File: src/rtl/seq_1011_tx.sv
// Serial frame transmitter: sync marker 1011, payload MSB-first, zero gap.
// Optional trailing even-parity bit when SEQ_1011_TX_PARITY_EN is defined.
module seq_1011_tx #(
    parameter int DATA_W  = 8,
    parameter int GAP_LEN = 2
) (
    input  logic              clk,
    input  logic              rst,
    input  logic              in_valid,
    input  logic [DATA_W-1:0] in_data,
    output logic              in_ready,
    output logic              out,
    output logic              busy,
    output logic              frame_done
);

    localparam int MAXC_DG = (DATA_W > GAP_LEN) ? DATA_W : GAP_LEN;
    localparam int MAXC    = (MAXC_DG > 4) ? MAXC_DG : 4;
    localparam int CW      = $clog2(MAXC + 1);

    localparam logic [CW-1:0] LAST_S = CW'(3);
    localparam logic [CW-1:0] LAST_D = CW'(DATA_W - 1);
    localparam logic [CW-1:0] LAST_G = CW'(GAP_LEN - 1);

`ifdef SEQ_1011_TX_PARITY_EN
    localparam bit PAR_EN = 1'b1;
`else
    localparam bit PAR_EN = 1'b0;
`endif

    typedef enum logic [2:0] {
        IDLE,
        SYNC,
        DATA,
`ifdef SEQ_1011_TX_PARITY_EN
        PAR,
`endif
        GAP
    } state_t;

    state_t            state, state_d;
    logic [CW-1:0]     cnt, cnt_d;
    logic [DATA_W-1:0] sreg, sreg_d;
    logic              out_d, done_d, busy_d;
    logic              take;
`ifdef SEQ_1011_TX_PARITY_EN
    logic              par_q, par_d;
`endif

    // The last gap cycle also accepts a word so frames abut after GAP_LEN zeros.
    assign in_ready = !rst && ((state == IDLE) ||
                               ((state == GAP) && (cnt == LAST_G)));
    assign take     = in_valid && in_ready;

    always_comb begin
        state_d = state;
        cnt_d   = cnt;
        sreg_d  = sreg;
        out_d   = 1'b0;
        done_d  = 1'b0;
`ifdef SEQ_1011_TX_PARITY_EN
        par_d   = par_q;
`endif
        unique case (state)
            IDLE: begin
            end
            SYNC: begin
                if (cnt == LAST_S) begin
                    state_d = DATA;
                    cnt_d   = '0;
                    out_d   = sreg[DATA_W-1];
                    done_d  = !PAR_EN && (DATA_W == 1);
                end else begin
                    cnt_d = cnt + 1'b1;
                    out_d = (cnt != '0);
                end
            end
            DATA: begin
                if (cnt == LAST_D) begin
`ifdef SEQ_1011_TX_PARITY_EN
                    state_d = PAR;
                    out_d   = par_q;
                    done_d  = 1'b1;
`else
                    state_d = GAP;
`endif
                    cnt_d = '0;
                end else begin
                    cnt_d  = cnt + 1'b1;
                    sreg_d = sreg << 1;
                    out_d  = sreg_d[DATA_W-1];
                    done_d = !PAR_EN && (cnt_d == LAST_D);
                end
            end
`ifdef SEQ_1011_TX_PARITY_EN
            PAR: begin
                state_d = GAP;
                cnt_d   = '0;
            end
`endif
            GAP: begin
                if (cnt == LAST_G) begin
                    state_d = IDLE;
                    cnt_d   = '0;
                end else begin
                    cnt_d = cnt + 1'b1;
                end
            end
            default: begin
                state_d = IDLE;
                cnt_d   = '0;
            end
        endcase
        if (take) begin
            state_d = SYNC;
            cnt_d   = '0;
            sreg_d  = in_data;
            out_d   = 1'b1;
            done_d  = 1'b0;
`ifdef SEQ_1011_TX_PARITY_EN
            par_d   = ^in_data;
`endif
        end
        busy_d = (state_d != IDLE);
    end

    always_ff @(posedge clk) begin
        if (rst) begin
            state      <= IDLE;
            cnt        <= '0;
            sreg       <= '0;
            out        <= 1'b0;
            busy       <= 1'b0;
            frame_done <= 1'b0;
`ifdef SEQ_1011_TX_PARITY_EN
            par_q      <= 1'b0;
`endif
        end else begin
            state      <= state_d;
            cnt        <= cnt_d;
            sreg       <= sreg_d;
            out        <= out_d;
            busy       <= busy_d;
            frame_done <= done_d;
`ifdef SEQ_1011_TX_PARITY_EN
            par_q      <= par_d;
`endif
        end
    end

endmodule

File: config.mk
export PLATFORM = sky130hd
export DESIGN_NAME = seq_1011_tx
export DESIGN_NICKNAME = d
export VERILOG_FILES = /design/src/rtl/seq_1011_tx.sv
export SDC_FILE = /design/constraint.sdc
export NUM_CORES = 1
export LEC_CHECK = 0
export ABC_AREA = 0
export CAP_MARGIN = 20
export CELL_PAD_IN_SITES_DETAIL_PLACEMENT = 1
export CELL_PAD_IN_SITES_GLOBAL_PLACEMENT = 1
export CORE_UTILIZATION = 36
export DETAILED_ROUTE_END_ITERATION = 7
export PLACE_DENSITY = 0.81
export SLEW_MARGIN = 20
export SYNTH_ARGS = -nofsm -noshare
export SYNTH_HDL_FRONTEND = slang
export SYNTH_SLANG_ARGS = --single-unit
File: constraint.sdc
create_clock -name clk -period 1.7 [get_ports clk]
set_clock_uncertainty 0.1 [all_clocks]
set_input_delay 0.255 -clock clk [delete_from_list [all_inputs] [get_ports clk]]
set_output_delay 0.255 -clock clk [all_outputs]
set_load 0.02 [all_outputs]
==> reports/results.txt, run 1 <==
final worst path period share -> 110.1%
Antenna Nets Post-Route -> 0
Final Hold Slack -> 0.3844 ns
Final TNS setup -> -0.5314 ns
HP Class -> reg -> reg
final worst setup slack -> -0.1714 ns
Switching Fraction -> 27.00%
nets -> 172
Die Y-Extent -> 55.91 um
CTS clock-pin slew for the worst setup and hold paths -> 0.11 ns
fill cell count -> 304
FMAX -> 534.4 MHz
max cap viols -> 0
Yosys cell types -> 41
CP top delay family -> simple AND/OR/NAND/NOR gates
GRT overflow -> 0
Synth warnings -> 0
sequential fraction of the synthesis area -> 34.45%
mux contribution to synthesized area -> 6.699%
via count -> 1104
clk root buf -> clkbuf_4
Final setup viols -> 8
Buf+Inv Stages, Crit Path -> 2
Crit path arrival time -> 1.96 ns
GRT Total Usage -> 21.09%
synthesis-to-layout area growth -> 52.87%
ratio of cells with drive above 1 in the final layout -> 42.31%
Critical Path Stages -> 6
commonest non-fill, non-tap cells in the layout -> 27 x buf_4, 15 x dfxtp_1, 12 x clkdlybuf4s50_1
Clk pwr share -> 32.3%
die area -> 3125 um^2
Worst R2R Path Depth -> 6
Synth top area share -> 34.45%
CP Class -> reg -> reg
hold_buf cts -> 0
core box area -> 2758 um^2
hpwl dp -> 2037 um
row cnt -> 19
DRT iter0 DRCs -> 20
post-synthesis xor/xnor area fraction -> 1.675%
vias in the first global route -> 1088
Synth Area in Compound Gates -> 17.82%
drt drc -> 0
Final Max Slew Viols -> 0
syn nets -> 128
Comb pwr share -> 16.7%
dpl ws -> -0.3670 ns
CP required -> 1.79 ns
Yosys reg bits -> 18
synth top area cells -> dfxtp_1 34%, mux2i_1 6.7%, ha_1 4.8%
Power Dens Cells -> 547.4 nW/um^2
Worst R2R Setup Slack -> -0.17 ns
Pre-antenna DRT Iters -> 5
pin count of the biggest net entering global routing -> 11
area of the multi-input gates -> 737.0 um^2
Starting Density -> 37.93%
number of diodes -> 0
largest family of logic cells by synthesized area -> simple AND/OR/NAND/NOR gates
crit path to -> sreg[1]$_SDFFE_PP0P_
global-route wire length before repair -> 5016 um
total wire length -> 3887 um
r2r endpoint -> sreg[1]$_SDFFE_PP0P_
clk buf depth -> 2
routed length per placed instance -> 20.79 um
Via density -> 5.904
Final Hold Viols -> 0
CP peak stage delay -> 0.39 ns
clock sink count -> 18
final core utilization -> 57.99%
VDD IR max -> 0.5545 mV
final period demand of the worst path -> 1.871 ns
ys async rst share -> 0%
TritonCTS Buffers -> 3
antenna violations before repair -> 0
dominant synthesized flop cell -> dfxtp_1
FF/Latch Area -> 366.6 um^2
commonest non-fill, non-tap cell in the layout -> buf_4
number of synthesized flops with an enable pin -> 0
crit path launch type -> register
Int Power -> 639.0 uW
RSZ-0062 raised after global routing -> yes
H-tree levels -> 1
latest clock arrival within the worst-skew pair -> 0.32 ns
simple-gate portion of the synthesized area -> 27.27%
GPL Wtd Cong -> 0.7742
reg-to-reg startpoint -> state[0]$_SDFF_PP0_
non-filler cells, final -> 187
PortBufs -> 14
adder-cell share of the synthesized area -> 4.785%
dpl cells -> 172
failing checks -> setup timing
Die W -> 55.91 um
post-synth top area cell -> dfxtp_1
Ports -> 15
Critical Path Fanout Max -> 5
Slowest-stage cell, CP -> nor3b_2
mapped cell area -> 1046 um^2
Sw Pwr -> 236.4 uW
Pleak -> 0.0006349 uW
status -> complete, but fails checks
crit end category -> register
synthesized area per cell -> 9.257 um^2
crit path from -> state[0]$_SDFF_PP0_
Seq pwr share -> 51.0%
crit-path cells -> buf_4 -> nor3b_2 -> nand2_4 -> buf_12 -> mux2i_1 -> a211oi_1
CTS tree -> done
Syn Inst Count -> 113
Yosys cell counts, types with 2 or more instances:
library cell,count
dfxtp_1,18
nor2_1,10
a21oi_1,8
mux2i_1,7
a211oi_1,6
nand2_1,6
inv_1,5
buf_2,4
ha_1,4
nor3_1,4
nand3_1,3
nand3b_1,3
nand4_1,3
a31oi_1,2
buf_6,2
nor4_2,2
or2b_1,2
worst min-delay path, cell delays in order (launching register included):
cell and delay (ns):
dfxtp_1 0.34, nand3_2 0.05, a21oi_1 0.05
flip-flops by register name, indices dropped and copies added (netlist names):
| register | flops |
|---|---|
| out | 1 |
| frame_done | 1 |
| state | 3 |
| cnt | 4 |
| busy | 1 |
| sreg | 8 |
per-layer routing:
metal / part of all wire, % / track usage (%)
met3: 2.7 / 3.256
met5: 0 / 0
met4: 4.6 / 9.408
met2: 53 / 38.90
met1: 39 / 23.77
power groups by stage:
stage          Combinational [uW]  Sequential [uW]  Clock, uW
5_1_grt                       154              448        309
6_report                      146              446        283
2_1_floorplan                55.7              453          0
3_3_place_gp                  110              454          0
4_1_cts                       126              445        283
3_5_place_dp                  115              455          0
repair_timing:
item                                    in CTS  in global routing
pin swaps                                    4                 13
resized for setup                           19                 16
cloned                                       1                  0
endpoints found under the setup margin      14                 13
buffers inserted                             3                  7
worst min-delay path by stage:
stage / from / to / depth (start not counted)
6_report: sreg[0]$_SDFFE_PP0P_ / sreg[0]$_SDFFE_PP0P_ / 2
5_1_grt: sreg[0]$_SDFFE_PP0P_ / sreg[0]$_SDFFE_PP0P_ / 2
4_1_cts: sreg[0]$_SDFFE_PP0P_ / sreg[0]$_SDFFE_PP0P_ / 2
3_5_place_dp: sreg[0]$_SDFFE_PP0P_ / sreg[0]$_SDFFE_PP0P_ / 2
3_3_place_gp: sreg[0]$_SDFFE_PP0P_ / sreg[0]$_SDFFE_PP0P_ / 2
2_1_floorplan: rst / sreg[7]$_SDFFE_PP0P_ / 1
stage by stage:
step	power (uW)	cell area, um^2
after CTS	854.4	1456
after detailed placement	569.6	1341
after floorplan	509.2	1051
after global placement	563.5	1341
final	875.4	1599
after global routing	911.2	1599
kinds of logic after synthesis:
logic type,count (synthesis)
AO/OA/AOI/OAI,24
XOR/XNOR,2
adder cells (fa/ha/maj),4
buffers and inverters,13
flip-flops,18
multiplexers,7
other,1
AND/OR/NAND/NOR,44
layout make-up:
class,instances,share of cell area [%]
Multi-Input combinational cell,83,46.09
Timing Repair Buffer,46,25.12
Sequential cell,18,22.93
Tap cell,31,2.426
Clock buffer,4,2.269
Inverter,5,1.174
Power figures use the tool's default switching activity.
==> run 2: changes to the inputs <==
--- a/config.mk
+++ b/config.mk
@@ -11,6 +11,7 @@
 export CELL_PAD_IN_SITES_GLOBAL_PLACEMENT = 1
 export CORE_UTILIZATION = 36
 export DETAILED_ROUTE_END_ITERATION = 7
+export MAX_ROUTING_LAYER = met4
 export PLACE_DENSITY = 0.81
 export SLEW_MARGIN = 20
 export SYNTH_ARGS = -nofsm -noshare
==> run 2 against run 1 <==
Against the previous run: the run still ends with setup timing left; core utilization did not move; count of clock-buffer cells in the layout stayed put; sequential share of layout area unchanged; global-route usage up 0.59 points; register-to-register slack gained 0.02 ns; fmax is 1.1% higher; final cell count did not move; largest cell class unchanged; die area unchanged; design area stayed put; wire length shrank 0.49%; via count decreased by 1.6%.
==> reports/results.txt, run 2 (synthesis gave the netlist of run 1 again) <==
status -> complete, but fails checks
failing checks -> setup timing
nets -> 172
Pre-antenna DRT Iters -> 4
Ports -> 15
Buf+Inv Stages, Crit Path -> 2
core box area -> 2758 um^2
Crit path arrival time -> 1.94 ns
commonest non-fill, non-tap cells in the layout -> 27 x buf_4, 15 x dfxtp_1, 12 x clkdlybuf4s50_1
row cnt -> 19
ratio of cells with drive above 1 in the final layout -> 42.31%
Die W -> 55.91 um
final worst path period share -> 108.9%
final period demand of the worst path -> 1.851 ns
DRT iter0 DRCs -> 13
GRT overflow -> 0
clk buf depth -> 2
CP required -> 1.79 ns
die area -> 3125 um^2
CTS tree -> done
H-tree levels -> 1
fin area -> 1599 um^2
hpwl dp -> 2037 um
clk root buf -> clkbuf_4
GPL Wtd Cong -> 0.7847
Pleak -> 0.0006349 uW
global-route wire length before repair -> 5009 um
drt drc -> 0
Via density -> 5.807
dpl cells -> 172
via count -> 1086
crit end category -> register
CP peak stage delay -> 0.38 ns
Starting Density -> 37.93%
CP top delay family -> simple AND/OR/NAND/NOR gates
synthesis-to-layout area growth -> 52.87%
antenna violations before repair -> 0
Final Hold Viols -> 0
total wire length -> 3868 um
GRT Total Usage -> 21.68%
TritonCTS Buffers -> 3
crit path launch type -> register
CP Class -> reg -> reg
number of diodes -> 0
max cap viols -> 0
commonest non-fill, non-tap cell in the layout -> buf_4
crit-path cells -> buf_4 -> nor3b_2 -> nand2_4 -> buf_12 -> mux2i_1 -> a211oi_1
fill cell count -> 304
clock sink count -> 18
VDD IR max -> 0.5527 mV
Die Y-Extent -> 55.91 um
pin count of the biggest net entering global routing -> 11
Largest Register -> sreg
final worst setup slack -> -0.1510 ns
Largest register FFs -> 8
Antenna Nets Post-Route -> 0
HP Class -> reg -> reg
routed length per placed instance -> 20.68 um
non-filler cells, final -> 187
Power Dens Cells -> 546.9 nW/um^2
Final setup viols -> 7
vias in the first global route -> 1089
placed cell area -> 1341 um^2
latest clock arrival within the worst-skew pair -> 0.31 ns
Critical Path Fanout Max -> 5
largest registers -> sreg x8, cnt x4, state x3
CTS clock-pin slew for the worst setup and hold paths -> 0.11 ns
Slowest-stage cell, CP -> nor3b_2
PortBufs -> 14
Final Max Slew Viols -> 0
FMAX -> 540.3 MHz
RSZ-0062 raised after global routing -> yes
## run 2: cell counts in the layout (fill, tap and decap cells not counted)
Identical to the previous run, type by type.
## run 2: layer usage
metal	vias to the layer above	track usage (%)	routed length (um)
met2	31	38.90	2077
li1	495	-	-
met4	0	9.408	178
met5	-	-	0
met1	542	23.77	1516
met3	18	3.256	95
## run 2: power by group
group | switching [uW] | internal, uW | total (uW)
clock | 151 | 131 | 282
sequential | 11.7 | 435 | 446
combinational | 72.8 | 73.3 | 146
total | 235 | 639 | 874
## run 2: area by class of cell
type	instances	area (um^2)	share of cell area (%)
multi-input combinational	83	737.0	46.09
timing repair buffer	46	401.6	25.12
sequential	18	366.6	22.93
tap	31	38.79	2.426
clock buffer	4	36.28	2.269
inverter	5	18.77	1.174
## run 2: through the flow
step,hold slack [ns],worst slack [ns],TNS (ns),util [%],total power (uW)
2_1_floorplan,0.2271,0.09326,0,-,509.2
3_3_place_gp,0.3574,-0.2424,-1.936,48.64,563.5
3_5_place_dp,0.3706,-0.3670,-3.036,48.64,569.6
4_1_cts,0.3865,-0.1095,-0.2495,52.81,854.4
5_1_grt,0.4180,-0.1917,-1.081,57.99,911.4
6_report,0.3816,-0.1510,-0.4711,57.99,874.4
## run 2: tightest hold or removal path, delay by kind of cell (launching register included)
family / cells / cell delay (ns)
flops: 1 / 0.34
simple gates: 1 / 0.05
compound gates: 1 / 0.05
## run 2: final timing paths
kind / to / cells past startpoint / start / slack (ns)
min reg2reg: sreg[0]$_SDFFE_PP0P_ / 2 / sreg[0]$_SDFFE_PP0P_ / 0.38
max: sreg[1]$_SDFFE_PP0P_ / 6 / state[0]$_SDFF_PP0_ / -0.15
max reg2reg: sreg[1]$_SDFFE_PP0P_ / 6 / state[0]$_SDFF_PP0_ / -0.15
min: sreg[0]$_SDFFE_PP0P_ / 2 / sreg[0]$_SDFFE_PP0P_ / 0.38
## run 2: timing repair
item,4_1_cts,5_1_grt
cloned,1,0
hold buffers,0,0
gates resized for setup,19,16
buffers inserted,3,7
hold endpoints to repair,0,0
pin swaps,4,13
endpoints found under the setup margin,14,13
